## config.mk

```make
export PLATFORM = sky130hd
export DESIGN_NAME = mc_main_ctrl_flat
export DESIGN_NICKNAME = d
export VERILOG_FILES = /design/src/rtl/mc_ctrl_pkg.sv /design/src/rtl/mc_main_ctrl_if.sv /design/src/rtl/mc_mem_timer.sv /design/src/rtl/mc_main_ctrl.sv /design/src/flat_wrapper.sv
export SDC_FILE = /design/constraint.sdc
export NUM_CORES = 1
export LEC_CHECK = 0
export ABC_AREA = 1
export BUFFER_PORTS_ARGS = -buffer_cell sky130_fd_sc_hd__buf_2
export CAP_MARGIN = 0
export CORE_ASPECT_RATIO = 0.9
export CORE_UTILIZATION = 45
export CTS_CLUSTER_SIZE = 12
export DETAILED_ROUTE_END_ITERATION = 12
export PLACE_DENSITY = 0.71
export SETUP_SLACK_MARGIN = 0.1
export SYNTH_ARGS = -nofsm -noshare
export SYNTH_HDL_FRONTEND = slang
export SYNTH_SLANG_ARGS = --single-unit
```

## constraint.sdc

```tcl
create_clock -name clk -period 2.15 [get_ports clk]
set_input_delay 0.1075 -clock clk [delete_from_list [all_inputs] [get_ports clk]]
set_output_delay 0.1075 -clock clk [all_outputs]
set_load 0.005 [all_outputs]
```

## src/rtl/mc_ctrl_pkg.sv

```systemverilog
// Shared types and encodings for the multicycle main control unit.
// Optional bne support is compiled in with MC_BNE_EN.
package mc_ctrl_pkg;

    localparam int unsigned OP_W  = 6;
    localparam int unsigned SEL_W = 2;
    localparam int unsigned FC_W  = 2;

    typedef enum logic [3:0] {
        S_FETCH   = 4'd0,
        S_DECODE  = 4'd1,
        S_MEMADR  = 4'd2,
        S_MEMRD   = 4'd3,
        S_MEMWB   = 4'd4,
        S_MEMWR   = 4'd5,
        S_EXECUTE = 4'd6,
        S_ALUWB   = 4'd7,
        S_BRANCH  = 4'd8,
        S_ADDIEX  = 4'd9,
        S_ADDIWB  = 4'd10,
        S_JUMP    = 4'd11,
        S_FAULT   = 4'd12
    } state_t;

    localparam logic [OP_W-1:0] OP_RTYPE = 6'b000000;
    localparam logic [OP_W-1:0] OP_J     = 6'b000010;
    localparam logic [OP_W-1:0] OP_BEQ   = 6'b000100;
    localparam logic [OP_W-1:0] OP_BNE   = 6'b000101;
    localparam logic [OP_W-1:0] OP_ADDI  = 6'b001000;
    localparam logic [OP_W-1:0] OP_LW    = 6'b100011;
    localparam logic [OP_W-1:0] OP_SW    = 6'b101011;

    localparam logic [SEL_W-1:0] ALUOP_ADD   = 2'b00;
    localparam logic [SEL_W-1:0] ALUOP_SUB   = 2'b01;
    localparam logic [SEL_W-1:0] ALUOP_FUNCT = 2'b10;

    localparam logic [SEL_W-1:0] SRCB_REG   = 2'b00;
    localparam logic [SEL_W-1:0] SRCB_FOUR  = 2'b01;
    localparam logic [SEL_W-1:0] SRCB_IMM   = 2'b10;
    localparam logic [SEL_W-1:0] SRCB_IMMSH = 2'b11;

    localparam logic [SEL_W-1:0] PCSRC_ALU    = 2'b00;
    localparam logic [SEL_W-1:0] PCSRC_ALUOUT = 2'b01;
    localparam logic [SEL_W-1:0] PCSRC_JUMP   = 2'b10;

    localparam logic [FC_W-1:0] FC_NONE    = 2'b00;
    localparam logic [FC_W-1:0] FC_TIMEOUT = 2'b01;
    localparam logic [FC_W-1:0] FC_ILLEGAL = 2'b10;

    // States that hold a memory access open and are watched by the timer
    function automatic logic is_mem_state(state_t s);
        return (s == S_FETCH) || (s == S_MEMRD) || (s == S_MEMWR);
    endfunction

endpackage

```

## src/rtl/mc_main_ctrl_if.sv

```systemverilog
// Controller-to-datapath bundle: opcode/ready in, selects and strobes out.
interface mc_main_ctrl_if;
    import mc_ctrl_pkg::*;

    logic [OP_W-1:0]  Opcode;
    logic             MemReady;
    logic             MemReq;
    logic             MemtoReg;
    logic             RegDst;
    logic             IorD;
    logic             ALUSrcA;
    logic [SEL_W-1:0] PCSrc;
    logic [SEL_W-1:0] ALUSrcB;
    logic [SEL_W-1:0] ALUOp;
    logic             IRWrite;
    logic             PCWrite;
    logic             MemWrite;
    logic             RegWrite;
    logic             Branch;
    logic             BranchNe;
    logic             Fault;
    logic [FC_W-1:0]  FaultCause;

    modport master (
        input  Opcode, MemReady,
        output MemReq, MemtoReg, RegDst, IorD, ALUSrcA, PCSrc, ALUSrcB, ALUOp,
               IRWrite, PCWrite, MemWrite, RegWrite, Branch, BranchNe,
               Fault, FaultCause
    );

    modport slave (
        output Opcode, MemReady,
        input  MemReq, MemtoReg, RegDst, IorD, ALUSrcA, PCSrc, ALUSrcB, ALUOp,
               IRWrite, PCWrite, MemWrite, RegWrite, Branch, BranchNe,
               Fault, FaultCause
    );

endinterface

```

## src/rtl/mc_mem_timer.sv

```systemverilog
// Memory-access watchdog: flags a stall that has lasted MEM_TIMEOUT cycles.
// MEM_TIMEOUT=0 removes the counter entirely.
module mc_mem_timer #(
    parameter int unsigned MEM_TIMEOUT = 15
) (
    input  logic clk,
    input  logic rst,
    input  logic busy,
    input  logic ready,
    output logic expired
);

    if (MEM_TIMEOUT == 0) begin : g_off
        logic w_unused;
        assign w_unused = ^{clk, rst, busy, ready};
        assign expired  = 1'b0;
    end else begin : g_on
        localparam int unsigned CW = $clog2(MEM_TIMEOUT + 1);
        logic [CW-1:0] r_count;

        // Leaving a memory state clears the count, so every entry starts at zero
        always_ff @(posedge clk) begin
            if (rst || ready || !busy) begin
                r_count <= '0;
            end else if (r_count != CW'(MEM_TIMEOUT)) begin
                r_count <= r_count + CW'(1);
            end
        end

        assign expired = busy && !ready && (r_count == CW'(MEM_TIMEOUT));
    end

endmodule

```

## src/rtl/mc_main_ctrl.sv

```systemverilog
// Multicycle MIPS main control FSM with memory handshake, watchdog and sticky fault.
// Define MC_BNE_EN to decode bne into the branch state with BranchNe set.
module mc_main_ctrl
    import mc_ctrl_pkg::*;
#(
    parameter int unsigned MEM_TIMEOUT = 15
) (
    input  logic          clk,
    input  logic          rst,
    mc_main_ctrl_if.master bus
);

    state_t          r_state;
    state_t          w_next_state;
    logic            r_is_sw;
    logic            r_fault;
    logic [FC_W-1:0] r_fault_cause;
    logic [FC_W-1:0] w_next_cause;
    logic            w_busy;
    logic            w_expired;
`ifdef MC_BNE_EN
    logic            r_bne;
`endif

    assign w_busy = is_mem_state(r_state);

    mc_mem_timer #(.MEM_TIMEOUT(MEM_TIMEOUT)) u_timer (
        .clk     (clk),
        .rst     (rst),
        .busy    (w_busy),
        .ready   (bus.MemReady),
        .expired (w_expired)
    );

    // State register plus the opcode class captured in DECODE
    always_ff @(posedge clk) begin
        if (rst) begin
            r_state       <= S_FETCH;
            r_is_sw       <= 1'b0;
            r_fault       <= 1'b0;
            r_fault_cause <= FC_NONE;
`ifdef MC_BNE_EN
            r_bne         <= 1'b0;
`endif
        end else begin
            r_state <= w_next_state;
            if (r_state == S_DECODE) begin
                r_is_sw <= (bus.Opcode == OP_SW);
`ifdef MC_BNE_EN
                r_bne   <= (bus.Opcode == OP_BNE);
`endif
            end
            if (w_next_cause != FC_NONE) begin
                r_fault       <= 1'b1;
                r_fault_cause <= w_next_cause;
            end
        end
    end

    // Next-state logic; a nonzero w_next_cause marks the transition into FAULT
    always_comb begin
        w_next_state = r_state;
        w_next_cause = FC_NONE;
        case (r_state)
            S_FETCH: begin
                if (bus.MemReady) begin
                    w_next_state = S_DECODE;
                end else if (w_expired) begin
                    w_next_state = S_FAULT;
                    w_next_cause = FC_TIMEOUT;
                end
            end
            S_DECODE: begin
                case (bus.Opcode)
                    OP_LW, OP_SW: w_next_state = S_MEMADR;
                    OP_RTYPE:     w_next_state = S_EXECUTE;
                    OP_BEQ:       w_next_state = S_BRANCH;
`ifdef MC_BNE_EN
                    OP_BNE:       w_next_state = S_BRANCH;
`endif
                    OP_ADDI:      w_next_state = S_ADDIEX;
                    OP_J:         w_next_state = S_JUMP;
                    default: begin
                        w_next_state = S_FAULT;
                        w_next_cause = FC_ILLEGAL;
                    end
                endcase
            end
            S_MEMADR:  w_next_state = r_is_sw ? S_MEMWR : S_MEMRD;
            S_MEMRD: begin
                if (bus.MemReady) begin
                    w_next_state = S_MEMWB;
                end else if (w_expired) begin
                    w_next_state = S_FAULT;
                    w_next_cause = FC_TIMEOUT;
                end
            end
            S_MEMWR: begin
                if (bus.MemReady) begin
                    w_next_state = S_FETCH;
                end else if (w_expired) begin
                    w_next_state = S_FAULT;
                    w_next_cause = FC_TIMEOUT;
                end
            end
            S_EXECUTE: w_next_state = S_ALUWB;
            S_ADDIEX:  w_next_state = S_ADDIWB;
            S_MEMWB, S_ALUWB, S_ADDIWB, S_BRANCH, S_JUMP: w_next_state = S_FETCH;
            S_FAULT:   w_next_state = S_FAULT;
            default:   w_next_state = S_FETCH;
        endcase
    end

    // Moore outputs; strobes tied to MemReady only inside the access states
    always_comb begin
        bus.MemReq   = 1'b0;
        bus.MemtoReg = 1'b0;
        bus.RegDst   = 1'b0;
        bus.IorD     = 1'b0;
        bus.ALUSrcA  = 1'b0;
        bus.PCSrc    = PCSRC_ALU;
        bus.ALUSrcB  = SRCB_REG;
        bus.ALUOp    = ALUOP_ADD;
        bus.IRWrite  = 1'b0;
        bus.PCWrite  = 1'b0;
        bus.MemWrite = 1'b0;
        bus.RegWrite = 1'b0;
        bus.Branch   = 1'b0;
        bus.BranchNe = 1'b0;
        if (rst) begin
            bus.ALUSrcB = SRCB_FOUR;
        end else begin
            case (r_state)
                S_FETCH: begin
                    bus.ALUSrcB = SRCB_FOUR;
                    bus.IRWrite = bus.MemReady;
                    bus.PCWrite = bus.MemReady;
                    bus.MemReq  = 1'b1;
                end
                S_DECODE: bus.ALUSrcB = SRCB_IMMSH;
                S_MEMADR, S_ADDIEX: begin
                    bus.ALUSrcA = 1'b1;
                    bus.ALUSrcB = SRCB_IMM;
                end
                S_MEMRD: begin
                    bus.IorD   = 1'b1;
                    bus.MemReq = 1'b1;
                end
                S_MEMWR: begin
                    bus.IorD     = 1'b1;
                    bus.MemReq   = 1'b1;
                    bus.MemWrite = bus.MemReady;
                end
                S_MEMWB: begin
                    bus.MemtoReg = 1'b1;
                    bus.RegWrite = 1'b1;
                end
                S_EXECUTE: begin
                    bus.ALUSrcA = 1'b1;
                    bus.ALUOp   = ALUOP_FUNCT;
                end
                S_ALUWB: begin
                    bus.RegDst   = 1'b1;
                    bus.RegWrite = 1'b1;
                end
                S_ADDIWB: bus.RegWrite = 1'b1;
                S_BRANCH: begin
                    bus.ALUSrcA = 1'b1;
                    bus.ALUOp   = ALUOP_SUB;
                    bus.PCSrc   = PCSRC_ALUOUT;
                    bus.Branch  = 1'b1;
`ifdef MC_BNE_EN
                    bus.BranchNe = r_bne;
`endif
                end
                S_JUMP: begin
                    bus.PCSrc   = PCSRC_JUMP;
                    bus.PCWrite = 1'b1;
                end
                default: ;
            endcase
        end
    end

    assign bus.Fault      = r_fault;
    assign bus.FaultCause = r_fault_cause;

endmodule
```

## src/flat_wrapper.sv

```systemverilog
// flat-port wrapper written by rule: the top's interface ports become plain ports
module mc_main_ctrl_flat import mc_ctrl_pkg::*;
#(
    parameter int unsigned MEM_TIMEOUT = 15
)
  (clk, rst, bus_Opcode, bus_MemReady, bus_MemReq, bus_MemtoReg, bus_RegDst, bus_IorD, bus_ALUSrcA, bus_PCSrc, bus_ALUSrcB, bus_ALUOp, bus_IRWrite, bus_PCWrite, bus_MemWrite, bus_RegWrite, bus_Branch, bus_BranchNe, bus_Fault, bus_FaultCause);
  mc_main_ctrl_if bus_i ();
  input  logic clk;
  input  logic rst;
  input wire logic [$bits(bus_i.Opcode)-1:0] bus_Opcode;
  input wire logic [$bits(bus_i.MemReady)-1:0] bus_MemReady;
  output wire logic [$bits(bus_i.MemReq)-1:0] bus_MemReq;
  output wire logic [$bits(bus_i.MemtoReg)-1:0] bus_MemtoReg;
  output wire logic [$bits(bus_i.RegDst)-1:0] bus_RegDst;
  output wire logic [$bits(bus_i.IorD)-1:0] bus_IorD;
  output wire logic [$bits(bus_i.ALUSrcA)-1:0] bus_ALUSrcA;
  output wire logic [$bits(bus_i.PCSrc)-1:0] bus_PCSrc;
  output wire logic [$bits(bus_i.ALUSrcB)-1:0] bus_ALUSrcB;
  output wire logic [$bits(bus_i.ALUOp)-1:0] bus_ALUOp;
  output wire logic [$bits(bus_i.IRWrite)-1:0] bus_IRWrite;
  output wire logic [$bits(bus_i.PCWrite)-1:0] bus_PCWrite;
  output wire logic [$bits(bus_i.MemWrite)-1:0] bus_MemWrite;
  output wire logic [$bits(bus_i.RegWrite)-1:0] bus_RegWrite;
  output wire logic [$bits(bus_i.Branch)-1:0] bus_Branch;
  output wire logic [$bits(bus_i.BranchNe)-1:0] bus_BranchNe;
  output wire logic [$bits(bus_i.Fault)-1:0] bus_Fault;
  output wire logic [$bits(bus_i.FaultCause)-1:0] bus_FaultCause;
  assign bus_i.Opcode = bus_Opcode;
  assign bus_i.MemReady = bus_MemReady;
  assign bus_MemReq = bus_i.MemReq;
  assign bus_MemtoReg = bus_i.MemtoReg;
  assign bus_RegDst = bus_i.RegDst;
  assign bus_IorD = bus_i.IorD;
  assign bus_ALUSrcA = bus_i.ALUSrcA;
  assign bus_PCSrc = bus_i.PCSrc;
  assign bus_ALUSrcB = bus_i.ALUSrcB;
  assign bus_ALUOp = bus_i.ALUOp;
  assign bus_IRWrite = bus_i.IRWrite;
  assign bus_PCWrite = bus_i.PCWrite;
  assign bus_MemWrite = bus_i.MemWrite;
  assign bus_RegWrite = bus_i.RegWrite;
  assign bus_Branch = bus_i.Branch;
  assign bus_BranchNe = bus_i.BranchNe;
  assign bus_Fault = bus_i.Fault;
  assign bus_FaultCause = bus_i.FaultCause;
  mc_main_ctrl #(.MEM_TIMEOUT(MEM_TIMEOUT)) u_core (.clk(clk), .rst(rst), .bus(bus_i));
endmodule
```

# After elaboration in Yosys (flattened, before gate mapping)
# Cells that the tools add are included.
[totals]
ff_bits = 12
output_inout_bits = 20
in_bits = 9
word_cells = 80
[op_classes]
eq_ne = 19
addsub = 1
reduce_logical = 18
n_mux = 37
[ops]
columns = ["cell", "n"]
rows = [
  ["$pmux W4 S8", 1],
  ["$eq A4 B4 Y1 const B", 6],
  ["$mux W1", 20],
  ["$pmux W4 S5", 1],
  ["$eq A4 B3 Y1 const B", 4],
  ["$mux W4", 4],
  ["$eq A6 B6 Y1 const B", 2],
  ["$pmux W2 S2", 3],
  ["$mux W2", 5],
  ["$eq A4 B2 Y1 const B", 2],
  ["$eq A6 B2 Y1 const B", 1],
  ["$eq A6 B3 Y1 const B", 1],
  ["$eq A6 B4 Y1 const B", 1],
  ["$logic_not A6 Y1", 1],
  ["$pmux W2 S3", 1],
  ["$reduce_or A2 Y1", 3],
  ["$reduce_or A3 Y1", 2],
  ["$reduce_or A6 Y1", 1],
  ["$add A4 B1 Y4 const B", 1],
  ["$eq A4 B1 Y1 const B", 1],
  ["$logic_not A4 Y1", 1],
  ["$logic_or A1 B1 Y1", 4],
  ["$ne A4 B4 Y1 const B", 1],
  ["$reduce_or A4 Y1", 1],
  ["5 further kinds", 7],
]

# Depth between registers and ports, before layout
[logic_depth]
ltp_word = 9
depth_mapped = 9
mapped_depth_nobuf = 9

# Hierarchy
# Synthesis repeated with hierarchy kept, for this count alone.
[hier_totals]
cells_unflattened = 164
area_unflattened_um2 = 950.9
[by_module_without_submodules]
columns = ["mod", "area_per_inst_um2", "cells_each", "seq_area_each_um2", "instances"]
rows = [
  ["mc_main_ctrl", 738.2, 129, 160.2, 1],
  ["mc_mem_timer", 212.7, 35, 80.1, 1],
]

# Worst setup path before layout
# Ideal clock, no wire load.
[synth_path]
kind = "flip-flop to flip-flop"
from = "reg u_core.u_timer.g_on.r_count[0]"
to = "reg u_core.u_timer.g_on.r_count[0]"
stages_incl_launch_ff = 6
t_required_ns = 2.084
setup_slack_ns = 0.944
setup_ns = 0.066
period_less_slack_ns = 1.206
arrival_time_ns = 1.140
cell_sequence = "dfxtp_1 -> ha_1 -> nand3_1 -> inv_1 -> or2_2 -> a21oi_2"
[synth_between]
elab_chain_len = 1
elab_cells_between_ends = 2
[synth_rtl]
columns = ["item", "line_no", "rtl"]
rows = [
  ["start: declaration", "mc_mem_timer.sv:19", "logic [CW-1:0] r_count;"],
  ["start signal: assignment", "mc_mem_timer.sv:26", "r_count <= r_count + CW'(1);"],
  ["$add A4 B1 Y4 or $ne A4 B4 Y1 (tied branches)", "mc_mem_timer.sv:26, mc_mem_timer.sv:25", ""],
]
# Several ways; a longest one is shown, not always the timed one.
# A chain may end at the register's enable or synchronous reset.

# Worst setup path after layout
[layout_path]
from = "reg u_core.r_state[1]"
to = "out bus_MemReq"
[layout_between]
elab_chain_len = 4
elab_cells_between_ends = 6
[layout_rtl]
columns = ["item", "line_no", "rtl"]
rows = [
  ["start: declaration", "mc_main_ctrl.sv:13", "state_t r_state;"],
  ["start signal: assignment", "mc_main_ctrl.sv:46", "r_state <= w_next_state;"],
  ["$eq A4 B3 Y1 (tied with other cells)", "mc_main_ctrl.sv:133", "case (r_state)"],
  ["$reduce_or A3 Y1 (no line) (*)", "-", ""],
  ["$mux W1 (*)", "mc_main_ctrl.sv:133", ""],
  ["$mux W1 (*)", "mc_main_ctrl.sv:130", "if (rst) begin"],
  ["end: declaration", "flat_wrapper.sv:12", "output wire logic [$bits(bus_i.MemReq)-1:0] bus_MemReq;"],
]
# Every way passes the cells marked *; elsewhere a longest branch is shown, timed or not.

==> flow_summary.json <==
{
  "status": "finished, final reports clean",
  "rsz0062_at_grt": "false",
  "clk_latency_ps": 280,
  "grt_pass1_vias": 882,
  "crit_fanout": 8,
  "hpwl_microns": 1800,
  "rows": 15,
  "nets": 193,
  "cts.sinks": 12,
  "hold_ws_ps": 217,
  "gp_congestion": 0.774,
  "ctsResizeCount": 0,
  "cp_cell_sequence": "nand2_1, inv_2, nand2_4, a31oi_4, buf_2",
  "first_iter_violations": 19,
  "postSynthCellCount": 156,
  "regArea_sq_um": 240,
  "async_flop_share_pct": 0,
  "hold_violations": 0,
  "synth_nets": 166,
  "drv_slew": 0,
  "grt.total_usage_pct": 20.8,
  "r2r_start": "u_core.r_state[1]",
  "die_area_sq_um": 2430,
  "grt_pass1_wl_microns": 3690,
  "cap_viol_max_count": 0,
  "tns_ps": 0,
  "cts_made_buffers": 3,
  "cts_hold_buffers": 0,
  "overflow": 0,
  "worstRegToRegCells": 8,
  "critPathKind": "flip-flop to output pin",
  "initial_core_util_pct": 50.2,
  "internal_power_uw": 618,
  "wirelength_microns": 2260,
  "first_pass_iters": 7,
  "clk_pin_slew_ps": 80,
  "p_seq_share_pct": 30.2,
  "fillCellCount": 184,
  "core_sq_um": 2010,
  "die_h_microns": 46.9,
  "sw_frac_of_total_pct": 46.0,
  "setup_violations": 0,
  "cp.required_ps": 2040,
  "syn_to_final_growth_pct": 16.8,
  "cp.arrival_ps": 1570,
  "p_switching_uw": 527,
  "vias": 1053,
  "viasPerCell": 5.09,
  "synth_warnings": 0,
  "start_kind": "flip-flop",
  "leakage_uw": 0.000620,
  "synth_top_area_cell": "dfxtp_1",
  "multi_input_area_sq_um": 654,
  "synthTopCellsByCount": "nand2_1 (35), nor2_1 (27), inv_1 (18)",
  "numPortBuffers": 27,
  "end_kind": "output pin",
  "synth_flop_cell": "dfxtp_1",
  "hold-path-endpoint": "u_core.r_state[2]",
  "postCtsSetupBuffers": 0,
  "ys_ff_latch": 12,
  "hold_class": "primary input to flip-flop",
  "synth.most_common_cell": "nand2_1",
  "cts_tree": "built",
  "p_clk_share_pct": 16.2,
  "drc": 0,
  "hp-start": "rst",
  "ir_drop_v": 0.000597,
  "cts_buffer_depth": 2,
  "cts-root-buf": "clkbuf_4",
  "synth_area_leaders": "dfxtp_1 (24%), nand2_1 (13%), nor2_1 (10%), inv_1 (6.7%), nand2_4 (5.6%)",
  "period_share_pct": 77.9,
  "wl_per_cell_microns": 10.9,
  "fp.dieW_microns": 51.9,
  "avgSynthCellArea_sq_um": 6.46,
  "ant_nets": 0,
  "syn_area_sq_um": 1010,
  "fmax_mhz": 597,
  "r2r_end": "u_core.r_state[3]",
  "diodes": 0,
  "crit_path_max_incr_delay_ps": 580,
  "period_needed_ps": 1670,
  "ys_seq_area_share_pct": 23.9,
  "pin_count": 29,
  "synth_edf_count": 0,
  "hold_depth": 2,
  "rrSetupSlack_ps": 730,
  "crit_path_top_delay_cell": "dfxtp_1",
  "power_frac_comb_pct": 53.6,
  "htreeDepth": 1,
  "power_density_nw_per_um2": 973,
  "drive_gt1_share_pct": 28.6,
  "grt_antenna_before_repair": 0,
  "skew_ps": 3.46,
  "synth.distinct_cells": 28,
  "grt_max_degree": 19,
  "synth_top_cell_area_share_pct": 23.9
}
how the worst max path moves through the flow:
stage,end,start,slack (ps),cells past startpoint
3_3_place_gp,u_core.r_state[3],u_core.r_state[1],810,8
4_1_cts,bus_MemReq,u_core.r_state[1],470,5
5_1_grt,bus_MemReq,u_core.r_state[1],370,5
2_1_floorplan,u_core.u_timer.g_on.r_count[0],u_core.u_timer.g_on.r_count[0],940,5
3_5_place_dp,u_core.r_state[3],u_core.r_state[1],760,8
6_report,bus_MemReq,u_core.r_state[1],480,5
critical path: cells and delay by family, from the launching register on:
family / cells / cell delay, ps
AOI/OAI and AO/OA: 1 / 200
buffers and inverters: 2 / 260
DFF: 1 / 580
and+or+nand+nor: 2 / 240
metrics by stage:
| step | instances | instance area (sq um) | util (%) | worst slack (ps) | total power (uW) |
|---|---|---|---|---|---|
| 5_1_grt | 207 | 1180 | 58.6 | 371 | 1240 |
| 6_report | 207 | 1180 | 58.6 | 475 | 1140 |
| 3_3_place_gp | 203 | 1140 | 56.8 | 811 | 951 |
| 4_1_cts | 207 | 1180 | 58.6 | 467 | 1160 |
| 2_1_floorplan | 156 | 1010 | - | 944 | 820 |
| 3_5_place_dp | 203 | 1140 | 56.8 | 756 | 966 |
cell type report:
| cell class | instances | share of cell area [%] |
|---|---|---|
| clock buffer | 4 | 3.09 |
| inverter | 21 | 6.70 |
| multi-input combinational | 118 | 55.6 |
| sequential | 12 | 20.4 |
| tap | 25 | 2.66 |
| timing repair buffer | 27 | 11.5 |
cells by family (layout without fill, tap and decap cells):
| group | Yosys count | after routing | share of synthesized area [%] |
|---|---|---|---|
| AND/OR/NAND/NOR | 93 | 93 | 48.7 |
| buffers and inverters | 26 | 52 | 11.2 |
| AO/OA/AOI/OAI | 23 | 23 | 14.7 |
| flip-flops | 12 | 12 | 23.9 |
| adder cells (fa/ha/maj) | 1 | 1 | 1.24 |
| other | 1 | 1 | 0.372 |
state kept, by name, summed over array words and instances (netlist names):
| signal | count |
|---|---|
| u_core.bus.FaultCause | 2 |
| u_core.bus.Fault | 1 |
| u_core.r_is_sw | 1 |
| u_core.r_state | 4 |
| u_core.u_timer.g_on.r_count | 4 |
power by group through the flow:
stage | clock network (uW) | registers (uW) | logic (uW)
2_1_floorplan | 0 | 333 | 487
3_3_place_gp | 0 | 348 | 603
3_5_place_dp | 0 | 351 | 615
4_1_cts | 192 | 345 | 619
5_1_grt | 201 | 354 | 680
6_report | 185 | 346 | 614
per-layer routing:
| layer | vias up | routed length [microns] | global-route usage [%] | part of all wire, % |
|---|---|---|---|---|
| met1 | 464 | 1100 | 26.1 | 49 |
| li1 | 552 | - | - | - |
| met3 | 7 | 101 | 3.88 | 4.5 |
| met4 | 0 | 46 | 11.9 | 2.0 |
| met2 | 30 | 1010 | 33.8 | 45 |
| met5 | - | 0 | 0 | 0 |
layout by cell type (no fill, tap or decap), types with 5 or more instances in the layout:
cell and n:
nand2_1 35, nor2_1 27, buf_2 27, inv_1 18
dfxtp_1 12, nand3_1 11, a21oi_1 11, nand2_4 5
o21ai_0 5
Power figures use the tool's default switching activity.
